### config.mk
export PLATFORM = sky130hd
export DESIGN_NAME = mux_req_arbiter_flat
export DESIGN_NICKNAME = d
export VERILOG_FILES = /design/src/rtl/mux_req_arbiter_if.sv /design/src/rtl/mux_req_arbiter.sv /design/src/flat_wrapper.sv
export SDC_FILE = /design/constraint.sdc
export NUM_CORES = 1
export LEC_CHECK = 0
export ABC_AREA = 1
export BUFFER_PORTS_ARGS = -buffer_cell sky130_fd_sc_hd__buf_2
export CORE_ASPECT_RATIO = 2
export CORE_MARGIN = 1.5
export CORE_UTILIZATION = 52
export CTS_CLUSTER_SIZE = 14
export DETAILED_ROUTE_END_ITERATION = 6
export PLACE_DENSITY = 0.78
export RECOVER_POWER = 100
export SYNTH_ARGS = -nofsm -noshare
export SYNTH_HDL_FRONTEND = slang
export SYNTH_SLANG_ARGS = --single-unit
export TNS_END_PERCENT = 100
### constraint.sdc
create_clock -name clock -period 5.71 [get_ports clock]
set_clock_uncertainty 0.2 [all_clocks]
set_input_delay 0.571 -clock clock [delete_from_list [all_inputs] [get_ports clock]]
set_output_delay 0.571 -clock clock [all_outputs]
set_load 0.02 [all_outputs]
### src/rtl/mux_req_arbiter_if.sv
// Handshake and mux-drive bundle for mux_req_arbiter.
// master = requesters plus downstream mux side, slave = arbiter.
interface mux_req_arbiter_if #(
    parameter int WIDTH = 4,
    parameter int CNT_W = 8
);
    logic             in_valid1;
    logic             in_valid2;
    logic             in_valid3;
    logic [WIDTH-1:0] in_data1;
    logic [WIDTH-1:0] in_data2;
    logic [WIDTH-1:0] in_data3;
    logic             in_ready1;
    logic             in_ready2;
    logic             in_ready3;
    logic             hold;
    logic [WIDTH-1:0] ip1;
    logic [WIDTH-1:0] ip2;
    logic [WIDTH-1:0] ip3;
    logic             sel1;
    logic             sel2;
    logic             sel3;
    logic [CNT_W-1:0] grant_cnt;

    modport master (
        output in_valid1, in_valid2, in_valid3,
        output in_data1, in_data2, in_data3,
        output hold,
        input  in_ready1, in_ready2, in_ready3,
        input  ip1, ip2, ip3,
        input  sel1, sel2, sel3,
        input  grant_cnt
    );

    modport slave (
        input  in_valid1, in_valid2, in_valid3,
        input  in_data1, in_data2, in_data3,
        input  hold,
        output in_ready1, in_ready2, in_ready3,
        output ip1, ip2, ip3,
        output sel1, sel2, sel3,
        output grant_cnt
    );
endinterface

### src/rtl/mux_req_arbiter.sv
// Round-robin feeder for the 3-input registered priority mux.
// Define MUX_ARB_SVA_EN to compile in protocol assertions.
module mux_req_arbiter #(
    parameter int WIDTH = 4,
    parameter int CNT_W = 8
) (
    input logic              clock,
    input logic              reset_n,
    mux_req_arbiter_if.slave bus
);
    logic [2:0]       bv;
    logic [2:0]       vin;
    logic [2:0]       acc;
    logic [2:0]       gnt;
    logic [1:0]       last;
    logic [WIDTH-1:0] b1;
    logic [WIDTH-1:0] b2;
    logic [WIDTH-1:0] b3;

    assign vin = {bus.in_valid3, bus.in_valid2, bus.in_valid1};
    assign acc = vin & ~bv;

    assign bus.in_ready1 = ~bv[0];
    assign bus.in_ready2 = ~bv[1];
    assign bus.in_ready3 = ~bv[2];

    // Search starts just after the last winner; last is always 1..3.
    always_comb begin
        gnt = 3'b000;
        if (!bus.hold) begin
            unique case (last)
                2'd1: begin
                    if (bv[1])      gnt = 3'b010;
                    else if (bv[2]) gnt = 3'b100;
                    else if (bv[0]) gnt = 3'b001;
                end
                2'd2: begin
                    if (bv[2])      gnt = 3'b100;
                    else if (bv[0]) gnt = 3'b001;
                    else if (bv[1]) gnt = 3'b010;
                end
                default: begin
                    if (bv[0])      gnt = 3'b001;
                    else if (bv[1]) gnt = 3'b010;
                    else if (bv[2]) gnt = 3'b100;
                end
            endcase
        end
    end

    always_ff @(posedge clock or negedge reset_n) begin
        if (!reset_n) begin
            bv            <= 3'b000;
            b1            <= '0;
            b2            <= '0;
            b3            <= '0;
            last          <= 2'd3;
            bus.ip1       <= '0;
            bus.ip2       <= '0;
            bus.ip3       <= '0;
            bus.sel1      <= 1'b0;
            bus.sel2      <= 1'b0;
            bus.sel3      <= 1'b0;
            bus.grant_cnt <= '0;
        end else begin
            // gnt only hits full buffers, acc only empty ones.
            bv <= (bv & ~gnt) | acc;
            if (acc[0]) b1 <= bus.in_data1;
            if (acc[1]) b2 <= bus.in_data2;
            if (acc[2]) b3 <= bus.in_data3;
            bus.sel1 <= gnt[0];
            bus.sel2 <= gnt[1];
            bus.sel3 <= gnt[2];
            if (gnt[0]) bus.ip1 <= b1;
            if (gnt[1]) bus.ip2 <= b2;
            if (gnt[2]) bus.ip3 <= b3;
            if (|gnt) begin
                bus.grant_cnt <= bus.grant_cnt + 1'b1;
                if (gnt[0])      last <= 2'd1;
                else if (gnt[1]) last <= 2'd2;
                else             last <= 2'd3;
            end
        end
    end

`ifdef MUX_ARB_SVA_EN
    logic [2:0] stall;
    logic [2:0] sc [3];

    assign stall = vin & bv & {3{~bus.hold}};

    always_ff @(posedge clock or negedge reset_n) begin
        if (!reset_n) begin
            for (int k = 0; k < 3; k++) sc[k] <= '0;
        end else begin
            for (int k = 0; k < 3; k++) begin
                if (!stall[k])          sc[k] <= '0;
                else if (sc[k] < 3'd4) sc[k] <= sc[k] + 1'b1;
            end
        end
    end

    a_onehot: assert property (
        @(posedge clock) disable iff (!reset_n)
        $onehot0({bus.sel1, bus.sel2, bus.sel3})
    ) else $warning("sel not onehot0");

    a_ip1: assert property (
        @(posedge clock) disable iff (!reset_n)
        bus.sel1 |-> bus.ip1 == $past(b1)
    ) else $warning("ip1 not buffered word");

    a_ip2: assert property (
        @(posedge clock) disable iff (!reset_n)
        bus.sel2 |-> bus.ip2 == $past(b2)
    ) else $warning("ip2 not buffered word");

    a_ip3: assert property (
        @(posedge clock) disable iff (!reset_n)
        bus.sel3 |-> bus.ip3 == $past(b3)
    ) else $warning("ip3 not buffered word");

    a_starve: assert property (
        @(posedge clock) disable iff (!reset_n)
        sc[0] < 3'd4 && sc[1] < 3'd4 && sc[2] < 3'd4
    ) else $warning("requester starved");

    a_cnt: assert property (
        @(posedge clock) disable iff (!reset_n)
        bus.grant_cnt == $past(bus.grant_cnt) +
            CNT_W'(bus.sel1 | bus.sel2 | bus.sel3)
    ) else $warning("grant_cnt out of step");
`endif
endmodule
### src/flat_wrapper.sv
// flat-port wrapper written by rule: the top's interface ports become plain ports
module mux_req_arbiter_flat 
#(
    parameter int WIDTH = 4,
    parameter int CNT_W = 8
)
  (clock, reset_n, bus_in_valid1, bus_in_valid2, bus_in_valid3, bus_in_data1, bus_in_data2, bus_in_data3, bus_hold, bus_in_ready1, bus_in_ready2, bus_in_ready3, bus_ip1, bus_ip2, bus_ip3, bus_sel1, bus_sel2, bus_sel3, bus_grant_cnt);
  mux_req_arbiter_if #(.WIDTH(WIDTH), .CNT_W(CNT_W)) bus_i ();
  input logic clock;
  input logic reset_n;
  input wire logic [$bits(bus_i.in_valid1)-1:0] bus_in_valid1;
  input wire logic [$bits(bus_i.in_valid2)-1:0] bus_in_valid2;
  input wire logic [$bits(bus_i.in_valid3)-1:0] bus_in_valid3;
  input wire logic [$bits(bus_i.in_data1)-1:0] bus_in_data1;
  input wire logic [$bits(bus_i.in_data2)-1:0] bus_in_data2;
  input wire logic [$bits(bus_i.in_data3)-1:0] bus_in_data3;
  input wire logic [$bits(bus_i.hold)-1:0] bus_hold;
  output wire logic [$bits(bus_i.in_ready1)-1:0] bus_in_ready1;
  output wire logic [$bits(bus_i.in_ready2)-1:0] bus_in_ready2;
  output wire logic [$bits(bus_i.in_ready3)-1:0] bus_in_ready3;
  output wire logic [$bits(bus_i.ip1)-1:0] bus_ip1;
  output wire logic [$bits(bus_i.ip2)-1:0] bus_ip2;
  output wire logic [$bits(bus_i.ip3)-1:0] bus_ip3;
  output wire logic [$bits(bus_i.sel1)-1:0] bus_sel1;
  output wire logic [$bits(bus_i.sel2)-1:0] bus_sel2;
  output wire logic [$bits(bus_i.sel3)-1:0] bus_sel3;
  output wire logic [$bits(bus_i.grant_cnt)-1:0] bus_grant_cnt;
  assign bus_i.in_valid1 = bus_in_valid1;
  assign bus_i.in_valid2 = bus_in_valid2;
  assign bus_i.in_valid3 = bus_in_valid3;
  assign bus_i.in_data1 = bus_in_data1;
  assign bus_i.in_data2 = bus_in_data2;
  assign bus_i.in_data3 = bus_in_data3;
  assign bus_i.hold = bus_hold;
  assign bus_in_ready1 = bus_i.in_ready1;
  assign bus_in_ready2 = bus_i.in_ready2;
  assign bus_in_ready3 = bus_i.in_ready3;
  assign bus_ip1 = bus_i.ip1;
  assign bus_ip2 = bus_i.ip2;
  assign bus_ip3 = bus_i.ip3;
  assign bus_sel1 = bus_i.sel1;
  assign bus_sel2 = bus_i.sel2;
  assign bus_sel3 = bus_i.sel3;
  assign bus_grant_cnt = bus_i.grant_cnt;
  mux_req_arbiter #(.WIDTH(WIDTH), .CNT_W(CNT_W)) u_core (.clock(clock), .reset_n(reset_n), .bus(bus_i));
endmodule
==> metrics.txt <==
final period utilization 43.07%; Tot GR Track Use 19.44%; setup bufs post-CTS 0; clock sink count 40; clock latency on the worst-skew pair 280 ps; syn_nets 197; Setup crit end kind flip-flop; sequential share of the synthesized area 57.86%; synth-to-layout area growth 13.85%; Rows 29; RSZ-0062 raised after global routing false; CP dominant cell by count nand2_1; H-tree depth 2; setup TNS 0 ps; worst-path cell chain inv_1 -> ha_1 -> nor2_1 -> nand2_1 -> nand3_1 -> nand3_1 -> nand2_1 -> nand2_1; die area 0.003712 mm2; EDFF count, synth 0; Worst Hold Depth 2; final WL 3.151 mm; CTS tree done; post-synth cell types 23; run status finished, violations left; Setup WS pre-CTS 3666 ps; Resized cells post-CTS 0; clock tree buffer depth 2; Post-synth top cells nand2_1, dfrtp_1, inv_1; Slew @ Worst Pin 2044 ps; post-route antenna net violation count 0; startpoint class of the critical path flip-flop; # fillers 312; average size of a mapped cell 9.853 um2; I/O pins 44; Pre-antenna DRT Iters 4; Critical Path AT 2430 ps; Worst EP required 5690 ps; PwrDens 580.5 mW/mm2; GRT overflow 0; CP Launch Point u_core.last[0]; LEAKAGE 0.001057 uW; worst r2r src u_core.last[0]; maxcap violations 1; setup ws final 3251 ps; Tmin final 2459 ps; port buffer count 43; Final nets 244; cts bufs inserted 5; CP max FO 17; Yosys top cell area share 54.83%; initial antenna violation count 0; Crit Path Class reg -> reg; Die Wd 43.84 um; DP HPWL 2.329 mm; die height 84.67 um; post-synth top area cell dfrtp_1; YS warnings 0; gpl congestion 0.7838; vias in the first global route 1286; max-slew violations 41; Peak VDD IR 375.9 uV; ANT cells 0; Root Driver clkbuf_8; routed wire length per instance 12.36 um; Cells after Synth 176; R2R setup slack 3250 ps; # DRC 0; Reg2Reg Capture Point u_core.bus.grant_cnt[7]; final setup violation count 0; CP endpoint u_core.bus.grant_cnt[7]; Hold Crit Class reg -> reg; DR vias 1294; #FFs+latches synth 40; Reg clk slew, reported paths 70 ps; Reg2Reg Depth 8; Peak Freq 0.4066 GHz; asr flop ratio synth 100.0%; starting utilization of the core area 54.31%; final hold vios 0; leading register cell type out of synthesis dfrtp_1; slew margin rel. -36.27%; vias per cell 5.075; CTS Hold Bufs 0; Cell Area, Synth 0.001734 mm2; slowest stage delay, CP 560 ps; violated checks max-capacitance violations, max-slew violations; largest net degree at the start of global routing 41; count leader, synth nand2_1; synth top area cells dfrtp_1, nand2_1, mux2_2; Max stage delay cell, worst path dfstp_1; first-pass GRT wire length 5.423 mm; ratio of cells with drive above 1 in the final layout 14.73%; 1st-iter DRT viols 24; core box area 0.003193 mm2
-- flip-flops by register name, summed over array words and instances, names as in the netlist --
name,count
u_core.bus.grant_cnt,8
u_core.b1,4
u_core.b2,4
u_core.b3,4
u_core.bus.ip1,4
u_core.bus.ip2,4
u_core.bus.ip3,4
u_core.bv,3
u_core.last,2
u_core.bus.sel1,1
u_core.bus.sel2,1
u_core.bus.sel3,1
-- critical path, delay by kind of cell (launching register included) --
family	cells	cell delay, ps
adder cells (fa/ha/maj)	1	320
buffers and inverters	1	60
flip-flops	1	560
AND/OR/NAND/NOR	6	1210
-- layer usage --
layer | global-route usage, % | wire length [um]
met3 | 4.946 | 115
met1 | 22.06 | 1310
met4 | 9.917 | 79
met2 | 32.35 | 1646
met5 | 0 | 0
-- stage by stage --
stage	power, uW	utilization (%)	hold WS, ps	instance area, um2	instances
finish	1146	61.83	253.8	1974	255
global route	1248	61.83	300.1	1974	255
CTS	1209	63.87	213.7	2039	255
detailed placement	1032	61.32	252.0	1958	247
global placement	1013	61.32	244.5	1958	247
floorplan	890.1	-	75.41	1734	176
-- kinds of logic (layout without fill, tap and decap cells) --
group / after synthesis / count (layout) / share of synthesized area (%)
buf+inv: 18 / 66 / 4.978
flops: 40 / 40 / 57.86
compound gates: 10 / 10 / 3.102
fa+ha+maj: 3 / 3 / 2.165
mux: 10 / 10 / 6.494
xor+xnor: 6 / 6 / 3.030
simple gates: 89 / 89 / 22.37
-- cell usage in the layout, fill, tap and decap left out --
cell,count
nor3_1,1
nand4_1,8
mux2_2,10
xor2_1,4
nand2_1,68
o21ai_0,7
dfrtp_1,38
xnor2_1,2
dfstp_2,1
nand3_1,4
clkinv_2,1
inv_1,15
clkbuf_8,5
buf_2,16
a21oi_1,3
clkbuf_1,29
dfstp_1,1
ha_1,3
nor2_1,8
-- power by group --
part	internal (uW)	switching [uW]
sequential	413	75.7
combinational	156	327
clock	85.6	87.5
-- cell type report --
| type | count | area (um2) | share of cell area (%) |
|---|---|---|---|
| flip-flops and latches | 40 | 1003 | 50.82 |
| multi-input cells | 118 | 613.1 | 31.05 |
| repair buffers | 43 | 181.4 | 9.189 |
| clock buffers | 7 | 76.32 | 3.866 |
| inverters | 15 | 56.30 | 2.852 |
| well taps | 31 | 38.79 | 1.965 |
| clock inverters | 1 | 5.005 | 0.2535 |
-- worst min path at each step --
stage	start	to
3_3_place_gp	u_core.b1[2]	u_core.bus.ip1[2]
6_report	u_core.b1[0]	u_core.bus.ip1[0]
5_1_grt	u_core.b1[1]	u_core.bus.ip1[1]
3_5_place_dp	u_core.b1[0]	u_core.bus.ip1[0]
2_1_floorplan	reset_n	u_core.b1[0]
4_1_cts	reset_n	u_core.b3[2]
(Power assumes the default switching activity.)
